$ cat src/rtl/conf_merge_pkg.sv
// Shared types and helpers for the N-way drive/free merge: FSM state encoding,
// arbitration mode constants and one-hot to index conversion.
package conf_merge_pkg;

    typedef enum logic [1:0] {
        IDLE = 2'd0,
        BUSY = 2'd1,
        FREE = 2'd2
    } state_t;

    localparam int MODE_FIXED = 0;
    localparam int MODE_RR    = 1;
    localparam int MAX_N      = 16;

    // OR-reduction of set positions; exact for a one-hot (or zero) vector.
    function automatic logic [3:0] onehot_to_idx(input logic [MAX_N-1:0] oh);
        logic [3:0] idx;
        idx = 4'd0;
        for (int i = 0; i < MAX_N; i++) begin
            if (oh[i]) begin
                idx = idx | 4'(i);
            end else begin
                idx = idx;
            end
        end
        return idx;
    endfunction

endpackage

$ cat src/rtl/conf_merge_if.sv
// Bundle of the N upstream drive/free channels and the single downstream
// drive/free channel of the merge.
interface conf_merge_if #(
    parameter int N      = 4,
    parameter int DATA_W = 32,
    parameter int ID_W   = $clog2(N)
);
    logic [N-1:0]        i_drive;
    logic [N*DATA_W-1:0] i_data;
    logic [N-1:0]        o_free;
    logic                o_driveNext;
    logic [DATA_W-1:0]   o_data;
    logic [ID_W-1:0]     o_id;
    logic                i_freeNext;
    logic                o_err;

    modport master (
        output i_drive,
        output i_data,
        output i_freeNext,
        input  o_free,
        input  o_driveNext,
        input  o_data,
        input  o_id,
        input  o_err
    );

    modport slave (
        input  i_drive,
        input  i_data,
        input  i_freeNext,
        output o_free,
        output o_driveNext,
        output o_data,
        output o_id,
        output o_err
    );
endinterface

$ cat src/rtl/conf_rr_arb.sv
// N-way request arbiter, fixed priority (lowest index wins) or round-robin
// starting at a pointer that moves past each accepted winner.
module conf_rr_arb
    import conf_merge_pkg::*;
#(
    parameter int N    = 4,
    parameter int MODE = MODE_RR,
    parameter int ID_W = $clog2(N)
) (
    input  logic            clk,
    input  logic            rst,
    input  logic [N-1:0]    req,
    input  logic            en,
    input  logic [N-1:0]    mask,
    output logic [N-1:0]    gnt,
    output logic [ID_W-1:0] gnt_idx,
    output logic            valid
);

    logic [ID_W-1:0] ptr_r;
    logic [ID_W-1:0] ptr_nxt_s;
    logic [N-1:0]    eff_s;
    logic [N-1:0]    gnt_s;
    logic [ID_W-1:0] idx_s;
    logic            valid_s;

    // rotating search from the pointer; the first unmasked request wins
    always_comb begin
        int k;
        k     = 0;
        eff_s = req & ~mask;
        gnt_s = '0;
        for (int i = 0; i < N; i++) begin
            k = int'(ptr_r) + i;
            if (k >= N) begin
                k = k - N;
            end else begin
                k = k;
            end
            if ((gnt_s == '0) && eff_s[k]) begin
                gnt_s[k] = 1'b1;
            end else begin
                gnt_s = gnt_s;
            end
        end
        valid_s = |gnt_s;
        idx_s   = ID_W'(onehot_to_idx(16'(gnt_s)));
    end

    // pointer moves only when a grant is actually taken
    always_comb begin
        ptr_nxt_s = ptr_r;
        if ((MODE == MODE_RR) && en && valid_s) begin
            if (idx_s == ID_W'(N - 1)) begin
                ptr_nxt_s = '0;
            end else begin
                ptr_nxt_s = idx_s + ID_W'(1);
            end
        end else begin
            ptr_nxt_s = ptr_r;
        end
    end

    // round-robin pointer register
    always_ff @(posedge clk or negedge rst) begin
        if (!rst) begin
            ptr_r <= '0;
        end else begin
            ptr_r <= ptr_nxt_s;
        end
    end

    assign gnt     = gnt_s;
    assign gnt_idx = idx_s;
    assign valid   = valid_s;

endmodule

$ cat src/rtl/conf_merge_n.sv
// Clocked N-to-1 drive/free merge: arbitrates upstream requests, registers the
// winner's payload and index downstream, and routes the downstream free back.
module conf_merge_n
    import conf_merge_pkg::*;
#(
    parameter int N      = 4,
    parameter int DATA_W = 32,
    parameter int MODE   = MODE_RR,
    parameter int ID_W   = $clog2(N)
) (
    input  logic         clk,
    input  logic         rst,
    conf_merge_if.slave  bus
);

    state_t            state_r;
    state_t            state_nxt_s;

    logic [N-1:0]      arb_gnt_s;
    logic [ID_W-1:0]   arb_idx_s;
    logic              arb_valid_s;
    logic              arb_en_s;
    logic [N-1:0]      arb_mask_s;
    logic [DATA_W-1:0] arb_data_s;
    logic [N-1:0]      id_oh_s;

    logic              drive_nxt_s;
    logic [N-1:0]      free_nxt_s;
    logic [DATA_W-1:0] data_nxt_s;
    logic [ID_W-1:0]   id_nxt_s;
    logic              err_nxt_s;

    logic              drive_r;
    logic [N-1:0]      free_r;
    logic [DATA_W-1:0] data_r;
    logic [ID_W-1:0]   id_r;
    logic              err_r;

    assign id_oh_s = {{(N-1){1'b0}}, 1'b1} << id_r;

    // the arbiter only commits in IDLE; the freed source is hidden while in FREE
    assign arb_en_s   = (state_r == IDLE);
    assign arb_mask_s = (state_r == FREE) ? id_oh_s : {N{1'b0}};

    conf_rr_arb #(
        .N    (N),
        .MODE (MODE),
        .ID_W (ID_W)
    ) u_arb (
        .clk     (clk),
        .rst     (rst),
        .req     (bus.i_drive),
        .en      (arb_en_s),
        .mask    (arb_mask_s),
        .gnt     (arb_gnt_s),
        .gnt_idx (arb_idx_s),
        .valid   (arb_valid_s)
    );

    // payload of the winning channel via one-hot AND-OR mux
    always_comb begin
        arb_data_s = '0;
        for (int k = 0; k < N; k++) begin
            if (arb_gnt_s[k]) begin
                arb_data_s = arb_data_s | bus.i_data[k*DATA_W +: DATA_W];
            end else begin
                arb_data_s = arb_data_s;
            end
        end
    end

    // FSM state register
    always_ff @(posedge clk or negedge rst) begin
        if (!rst) begin
            state_r <= IDLE;
        end else begin
            state_r <= state_nxt_s;
        end
    end

    // FSM next-state logic
    always_comb begin
        state_nxt_s = state_r;
        case (state_r)
            IDLE: begin
                if (arb_valid_s) begin
                    state_nxt_s = BUSY;
                end else begin
                    state_nxt_s = IDLE;
                end
            end
            BUSY: begin
                if (bus.i_freeNext) begin
                    state_nxt_s = FREE;
                end else begin
                    state_nxt_s = BUSY;
                end
            end
            FREE:    state_nxt_s = IDLE;
            default: state_nxt_s = IDLE;
        endcase
    end

    // FSM output logic: next values for the registered outputs
    always_comb begin
        drive_nxt_s = drive_r;
        free_nxt_s  = '0;
        data_nxt_s  = data_r;
        id_nxt_s    = id_r;
        err_nxt_s   = err_r;
        case (state_r)
            IDLE: begin
                if (arb_valid_s) begin
                    drive_nxt_s = 1'b1;
                    data_nxt_s  = arb_data_s;
                    id_nxt_s    = arb_idx_s;
                end else begin
                    drive_nxt_s = drive_r;
                end
                if (bus.i_freeNext) begin
                    err_nxt_s = 1'b1;
                end else begin
                    err_nxt_s = err_r;
                end
            end
            BUSY: begin
                if (bus.i_freeNext) begin
                    drive_nxt_s = 1'b0;
                    free_nxt_s  = id_oh_s;
                end else begin
                    drive_nxt_s = drive_r;
                end
            end
            FREE: begin
                if (bus.i_freeNext) begin
                    err_nxt_s = 1'b1;
                end else begin
                    err_nxt_s = err_r;
                end
            end
            default: begin
                drive_nxt_s = 1'b0;
            end
        endcase
    end

    // output registers; reset clears everything, so no free pulse escapes
    always_ff @(posedge clk or negedge rst) begin
        if (!rst) begin
            drive_r <= 1'b0;
            free_r  <= '0;
            data_r  <= '0;
            id_r    <= '0;
            err_r   <= 1'b0;
        end else begin
            drive_r <= drive_nxt_s;
            free_r  <= free_nxt_s;
            data_r  <= data_nxt_s;
            id_r    <= id_nxt_s;
            err_r   <= err_nxt_s;
        end
    end

    assign bus.o_driveNext = drive_r;
    assign bus.o_free      = free_r;
    assign bus.o_data      = data_r;
    assign bus.o_id        = id_r;
    assign bus.o_err       = err_r;

endmodule

$ cat src/flat_wrapper.sv
// flat-port wrapper written by rule: the top's interface ports become plain ports
module conf_merge_n_flat import conf_merge_pkg::*;
#(
    parameter int N      = 4,
    parameter int DATA_W = 32,
    parameter int MODE   = MODE_RR,
    parameter int ID_W   = $clog2(N)
)
  (clk, rst, bus_i_drive, bus_i_data, bus_i_freeNext, bus_o_free, bus_o_driveNext, bus_o_data, bus_o_id, bus_o_err);
  conf_merge_if #(.N(N), .DATA_W(DATA_W), .ID_W(ID_W)) bus_i ();
  input  logic clk;
  input  logic rst;
  input wire logic [$bits(bus_i.i_drive)-1:0] bus_i_drive;
  input wire logic [$bits(bus_i.i_data)-1:0] bus_i_data;
  input wire logic [$bits(bus_i.i_freeNext)-1:0] bus_i_freeNext;
  output wire logic [$bits(bus_i.o_free)-1:0] bus_o_free;
  output wire logic [$bits(bus_i.o_driveNext)-1:0] bus_o_driveNext;
  output wire logic [$bits(bus_i.o_data)-1:0] bus_o_data;
  output wire logic [$bits(bus_i.o_id)-1:0] bus_o_id;
  output wire logic [$bits(bus_i.o_err)-1:0] bus_o_err;
  assign bus_i.i_drive = bus_i_drive;
  assign bus_i.i_data = bus_i_data;
  assign bus_i.i_freeNext = bus_i_freeNext;
  assign bus_o_free = bus_i.o_free;
  assign bus_o_driveNext = bus_i.o_driveNext;
  assign bus_o_data = bus_i.o_data;
  assign bus_o_id = bus_i.o_id;
  assign bus_o_err = bus_i.o_err;
  conf_merge_n #(.N(N), .DATA_W(DATA_W), .MODE(MODE), .ID_W(ID_W)) u_core (.clk(clk), .rst(rst), .bus(bus_i));
endmodule
$ cat config.mk
export PLATFORM = sky130hd
export DESIGN_NAME = conf_merge_n_flat
export DESIGN_NICKNAME = d
export VERILOG_FILES = /design/src/rtl/conf_merge_pkg.sv /design/src/rtl/conf_merge_if.sv /design/src/rtl/conf_rr_arb.sv /design/src/rtl/conf_merge_n.sv /design/src/flat_wrapper.sv
export SDC_FILE = /design/constraint.sdc
export NUM_CORES = 1
export LEC_CHECK = 0
export CORE_ASPECT_RATIO = 1.4
export CORE_MARGIN = 2
export CORE_UTILIZATION = 45
export CTS_CLUSTER_DIAMETER = 120
export DETAILED_ROUTE_END_ITERATION = 7
export PLACE_DENSITY = 0.78
export REMOVE_ABC_BUFFERS = 1
export SYNTH_ARGS = -nofsm -noshare
export SYNTH_HDL_FRONTEND = slang
export SYNTH_SLANG_ARGS = --single-unit
$ cat constraint.sdc
create_clock -name clk -period 9.9 [get_ports clk]
set_input_delay 1.485 -clock clk [delete_from_list [all_inputs] [get_ports clk]]
set_output_delay 1.485 -clock clk [all_outputs]
set_load 0.005 [all_outputs]
### After elaboration in Yosys (flattened, before gate mapping)

Index checks and enable logic that the tools add are counted.

| word-level totals | value |
|---|---|
| flip-flop bits (word level) | 44 |
| latch bits | 0 |
| memory bits (writable) | 0 |
| ROM bits | 0 |
| input bits | 135 |
| output and inout port bits | 40 |
| logic and storage cells | 104 |
| memories kept | 0 |

| cells by class | value |
|---|---|
| add/subtract/negate cells | 8 |
| multiply operators | 0 |
| divide/modulo/power cells | 0 |
| magnitude comparators | 12 |
| eq/ne operators | 5 |
| shift-type cells | 1 |
| mux-type cells | 45 |
| bitwise logic cells | 9 |
| reductions and logical operators | 17 |

Operators with widths:

| operator | number |
|---|---|
| 32-bit two-way mux | 8 |
| 32-bit by 1-bit greater-or-equal comparator with 1-bit output, second input constant | 4 |
| 32-bit by 4-bit less-than comparator with 1-bit output, second input constant | 4 |
| 32-bit OR | 3 |
| 4-bit two-way mux | 7 |
| 1-bit two-way mux | 16 |
| 4-bit zero test | 3 |
| 4-bit OR | 3 |
| 3-bit by 3-bit subtractor with 4-bit output, second input constant | 3 |
| 3-bit greater-or-equal comparator, second input constant | 3 |
| 1-bit binary-select mux with 2-bit select | 4 |
| 1-bit demux with 2-bit select | 4 |
| 1-bit logical AND | 8 |
| 2-bit two-way mux | 4 |
| 2-bit by 2-bit adder with 3-bit output, second input constant | 2 |
| 4-bit AND | 1 |
| 2-bit equality test, second input constant | 2 |
| 2-bit inequality test, second input constant | 2 |
| 4-bit NOT | 1 |
| 2-bit one-hot mux with 2 select lines | 1 |
| 2-bit AND reduction | 2 |
| 4-bit OR reduction | 1 |
| 1-bit by 2-bit << shifter with 4-bit output, first input constant | 1 |
| 2-bit by 3-bit subtractor with 4-bit output, second input constant | 1 |
| other kinds (9) | 9 |

### Logic depth before layout (Yosys ltp)

| logic depth | value |
|---|---|
| depth in word-level cells | 24 |
| depth in mapped cells | 15 |
| gate-level depth less buffers | 10 |

### Modules after synthesis

From an unflattened synthesis, not the netlist that was laid out.

| unflattened totals | value |
|---|---|
| cell total of the unflattened synthesis | 288 |
| area total of the unflattened synthesis | 2,783.9 sq um |

By module, submodules not included:

| module | times used | cells each | area an instance (sq um) | seq. area each (sq um) |
|---|---|---|---|---|
| conf_merge_n | 1 | 215 | 2,085.8 | 1,051.0 |
| conf_rr_arb | 1 | 73 | 698.2 | 50.0 |

### Least setup slack after synthesis

Ideal clock, no wire load.

| timing path | value |
|---|---|
| path type | input to register |
| start | input bus_i_drive[3] |
| end | register u_core.id_r[1] (netlist: u_core.bus.o_id[1]) |
| library setup time | 125 ps |
| arrival | 3,473 ps |
| required time | 9,775 ps |
| path slack | 6,302 ps |
| stages on the path | 9 |
| path buffers | 1 |
| path through | nand2_1 > o22a_4 > o211a_1 > o21a_1 > o211a_1 > buf_6 > or2_1 > or3_1 > mux2_2 |

| between the ends | value |
|---|---|
| cells in the longest elaborated chain, start to end | 16 |
| elaborated cells on any way between the ends | 30 |
| those cells by class | 18 x mux; 4 x bitwise; 8 x reduce/logical |

Ends and longest elaborated chain:

| item | RTL line | text |
|---|---|---|
| start: declaration | flat_wrapper.sv:13 | `input wire logic [$bits(bus_i.i_drive)-1:0] bus_i_drive;` |
| 4-bit AND (*) | conf_rr_arb.sv:31 | `eff_s = req & ~mask;` |
| 1-bit binary-select mux with 2-bit select | conf_rr_arb.sv:40 | `if ((gnt_s == '0) && eff_s[k]) begin` |
| 1-bit two-way mux (implied by the code) (2 in a row) | conf_rr_arb.sv:40 |  |
| 4-bit two-way mux | conf_rr_arb.sv:40 |  |
| 4-bit zero test | conf_rr_arb.sv:40 |  |
| 1-bit logical AND | conf_rr_arb.sv:40 |  |
| 4-bit two-way mux | conf_rr_arb.sv:40 |  |
| 4-bit zero test | conf_rr_arb.sv:40 |  |
| 1-bit logical AND | conf_rr_arb.sv:40 |  |
| 4-bit two-way mux | conf_rr_arb.sv:40 |  |
| 4-bit zero test | conf_rr_arb.sv:40 |  |
| 1-bit logical AND | conf_rr_arb.sv:40 |  |
| 4-bit two-way mux (*) | conf_rr_arb.sv:40 |  |
| 4-bit OR reduction or 2-bit two-way mux (tied branches) | conf_rr_arb.sv:46, conf_merge_pkg.sv:20 |  |
| 2-bit AND reduction (no source line) or 2-bit two-way mux (tied branches) | n/a |  |
| end signal: assignment | conf_merge_n.sv:159 | `id_r <= id_nxt_s;` |
| end: declaration | conf_merge_n.sv:36 | `logic [ID_W-1:0] id_r;` |

Every way passes the cells marked *; elsewhere a longest branch is shown, timed or not. The select of a mux whose other input is x is not followed.
A chain may end at the register's enable or synchronous reset.

### Final worst setup path

| timing path | value |
|---|---|
| start | input bus_i_drive[0] |
| end | register u_core.data_r[4] (netlist: u_core.bus.o_data[4]) |

| between the ends | value |
|---|---|
| cells in the longest elaborated chain, start to end | 21 |
| elaborated cells on any way between the ends | 35 |
| those cells by class | 20 x mux; 7 x bitwise; 8 x reduce/logical |

Ends and longest elaborated chain:

| item | RTL line | text |
|---|---|---|
| 4-bit AND (*) | conf_rr_arb.sv:31 |  |
| 1-bit binary-select mux with 2-bit select | conf_rr_arb.sv:40 |  |
| 1-bit two-way mux (implied by the code) (2 in a row) | conf_rr_arb.sv:40 |  |
| 4-bit two-way mux | conf_rr_arb.sv:40 |  |
| 4-bit zero test | conf_rr_arb.sv:40 |  |
| 1-bit logical AND | conf_rr_arb.sv:40 |  |
| 4-bit two-way mux | conf_rr_arb.sv:40 |  |
| 4-bit zero test | conf_rr_arb.sv:40 |  |
| [... 4 more ...] | n/a |  |
| 4-bit two-way mux (*) | conf_rr_arb.sv:40 |  |
| 32-bit two-way mux | conf_merge_n.sv:64 | `if (arb_gnt_s[k]) begin` |
| 32-bit OR | conf_merge_n.sv:65 | `arb_data_s = arb_data_s \| bus.i_data[k*DATA_W +: DATA_W];` |
| 32-bit two-way mux | conf_merge_n.sv:64 |  |
| 32-bit OR | conf_merge_n.sv:65 |  |
| 32-bit two-way mux | conf_merge_n.sv:64 |  |
| 32-bit OR | conf_merge_n.sv:65 |  |
| 32-bit two-way mux | conf_merge_n.sv:64 |  |
| end signal: assignment | conf_merge_n.sv:158 | `data_r <= data_nxt_s;` |
| end: declaration | conf_merge_n.sv:35 | `logic [DATA_W-1:0] data_r;` |

Marks and branches as above.

==> run metrics <==
outcome finished, violations left; failing checks design-rule violations; GRT Overall Usage about a third; critical path's slowest cell a21o_1; cts hold-fix bufs 0; GR Util met3 4.83%; Placer Congestion between 0.9 and 1; P_sw approximately 1.5 mW; final worst-path cycle share between 50% and 60%; max incr delay on CP around 960 ps; initial antenna violation count 0; dominant cell type by area after synthesis dfrtp_1; dominant cells by area after synthesis dfrtp_1 22%, a22o_1 11%, a222oi_1 6.3%; Reg power frac between 10% and 20%; Post-Syn Area 5060 µm²; Final Hold Fails 0; via count of the routed design between 6,000 and 7,000; Fin Clk Skew roughly 3.7 ps; Post-CTS Setup Repair Bufs 0; Antenna diodes 0; clk buf depth 2; CP max FO 48; clk sink count 44; I/O pin total roughly 180; Post-synth EDFFs 0; critical path type primary input to register; worst slew pin tran around 1200 ps; VDD IR max 0.210 mV; Die Ht about 130 µm; layout cell share with drive strength beyond 1 roughly 6.4%; Syn-to-layout area delta 37.9%; total wire length around 21 mm; Final setup violation count 0; first-pass GRT wire length approximately 32 mm; Initial Util ~46%; Hold Worst Slack ~480 ps; Leak 2.77 nW; worst skew pair latency 290 ps; # port buffers roughly 170; Worst-path clk slew approximately 70 ps; placed cell area 6810 µm²; DP Wirelength approximately 13 mm; Slew Viols, Final 0; post_cts resized 0; setup total negative slack 0 ps; startpoint class of the critical path primary input; Pwr Density 396 nW/µm²; drt wl/cell between 20 and 25 µm; DRT Pass-1 Iters 8; critical path data arrival time roughly 5800 ps; FMAX approximately 180 MHz; H-tree levels 2; min Tclk post-route roughly 5700 ps; sw frac a little over half; DRT iter0 DRCs 962; TritonCTS clock tree yes; sequential fraction of the synthesis area 21.7%; core area 10,900 µm²; total die area between 10,000 and 15,000 µm²; post-detailed-route count of antenna-violating nets 0; met1 Resource Use GR a little under two fifths; M2 GR Usage around three fifths; Syn. warnings 0; vias in the first global route 6,383; root buffer cell clkbuf_16; RSZ-0062 raised after global routing false; GRT overflow 0; fillers approximately 930; Gate power share 79.2%; syn_area_per_cell ~8.1 µm²; Hold Path Class register to register; Die W ~94 µm; relative slew slack 16.9%; share of the synthesized area in the top cell type a little over a fifth; Vias/cell 7.20; internal power around 1.3 mW; critical path endpoint category register; maxcap violations 0; cells after synthesis 623; num rows between 40 and 50; Async SR Flop Fraction 100%; Synth Register Bits 44; DRC Markers 11; Unique masters post-synth 65; worst-path cell chain clkdlybuf4s50_1, inv_1, o32ai_1, a22o_1, a21o_1, o21ai_4, buf_4, nor4b_4, a21o_1, buf_4, a32oi_1; TritonCTS Buffers 5; # nets final about 900; Synth Flop Type dfrtp_1; Worst EP required about 10,000 ps; GRT Max-Usage Layer met2; final instance area ~7000 µm²; largest net degree at the start of global routing 49; clock power share between 7 and 8%
## power by group through the flow
stage / combinational (mW) / sequential, mW / clock, mW
after global routing: 2.32 / 0.379 / 0.209
after CTS: 2.13 / 0.368 / 0.202
final: 2.19 / 0.371 / 0.203
after floorplan: 1.35 / 0.349 / 0
after detailed placement: 2.13 / 0.368 / 0
after global placement: 2.07 / 0.371 / 0
## stage by stage
| stage | std cells | setup WS, ps | util [%] | power [mW] |
|---|---|---|---|---|
| 2_1_floorplan | 551 | 4690 | - | 1.70 |
| 6_report | 887 | 4230 | 63.9 | 2.76 |
| 4_1_cts | 887 | 4370 | 63.9 | 2.70 |
| 3_5_place_dp | 879 | 4080 | 62.3 | 2.50 |
| 5_1_grt | 887 | 4010 | 63.9 | 2.91 |
| 3_3_place_gp | 879 | 4230 | 62.3 | 2.44 |
## routing by layer
metal	share of wire [%]	vias to the layer above
li1	-	2751
met2	50	502
met4	5.5	0
met5	0	-
met3	9.3	114
met1	35	3022
## path summary, 6_finish.rpt
| path | from | depth (start not counted) | slack, ps | end |
|---|---|---|---|---|
| setup / recovery | bus_i_drive[0] | 11 | 4230 | u_core.bus.o_data[4] |
| hold / removal | u_core.bus.o_err | 1 | 480 | u_core.bus.o_err |
| setup reg to reg | u_core.u_arb.ptr_r[0] | 11 | 4460 | u_core.bus.o_data[4] |
| hold reg to reg | u_core.bus.o_err | 1 | 480 | u_core.bus.o_err |
| max in group asynchronous | rst | 1 | 7890 | u_core.bus.o_data[18] |
| min in group asynchronous | rst | 1 | 1370 | u_core.bus.o_err |
## layout make-up
cell class / count / area, µm² / share of cell area, %
clock inverters: 2 / 38.8 / 0.555
inverters: 73 / 274 / 3.92
repair buffers: 187 / 1830 / 26.3
well taps: 141 / 176 / 2.53
clock buffers: 6 / 139 / 1.99
flip-flops and latches: 44 / 1100 / 15.8
multi-input cells: 434 / 3420 / 49.0
## Yosys cell counts (4+ instances only)
cell,instances
a21o_1,6
a21oi_1,34
a222oi_1,32
a22o_1,66
a32oi_1,32
buf_2,16
clkbuf_1,51
dfrtp_1,44
ha_1,7
inv_1,72
nand2_1,40
nor2_1,8
nor3_1,39
nor4b_1,22
nor4b_2,12
o211ai_1,4
o21ai_0,5
o2bb2ai_1,32
or4_1,32
## placed cells by master (no fill, tap or decap), drive strengths merged, types with 7 or more instances in the layout
master and instances:
o21ai 8, or4 32, nor4b 35, a32oi 32, a21oi 34, nor2 8
ha 7, nand2 41, nor3 40, inv 72, buf 14, dfrtp 44
a22o 66, a222oi 32, clkdlybuf4s50 173, o2bb2ai 32
## sequential cells by signal (all words and copies together), names as in the netlist
signal,count
u_core.u_arb.ptr_r,2
u_core.bus.o_free,4
u_core.state_r,2
u_core.bus.o_id,2
u_core.bus.o_driveNext,1
u_core.bus.o_data,32
u_core.bus.o_err,1
## logic make-up after synthesis
kind of cell | after synthesis | synth area share, %
AO/OA/AOI/OAI | 246 | 40.6
AND/OR/NAND/NOR | 179 | 23.9
buffers and inverters | 145 | 11.7
flip-flops | 44 | 21.7
adder cells (fa/ha/maj) | 7 | 1.73
XOR/XNOR | 1 | 0.173
multiplexers | 1 | 0.222
## worst max-delay path: cells and delay by family
| family | cells | cell delay (ps) |
|---|---|---|
| compound gates | 6 | 2550 |
| buf+inv | 4 | 1350 |
| simple gates | 1 | 380 |
Note: power is estimated with default switching activity, not from simulation.
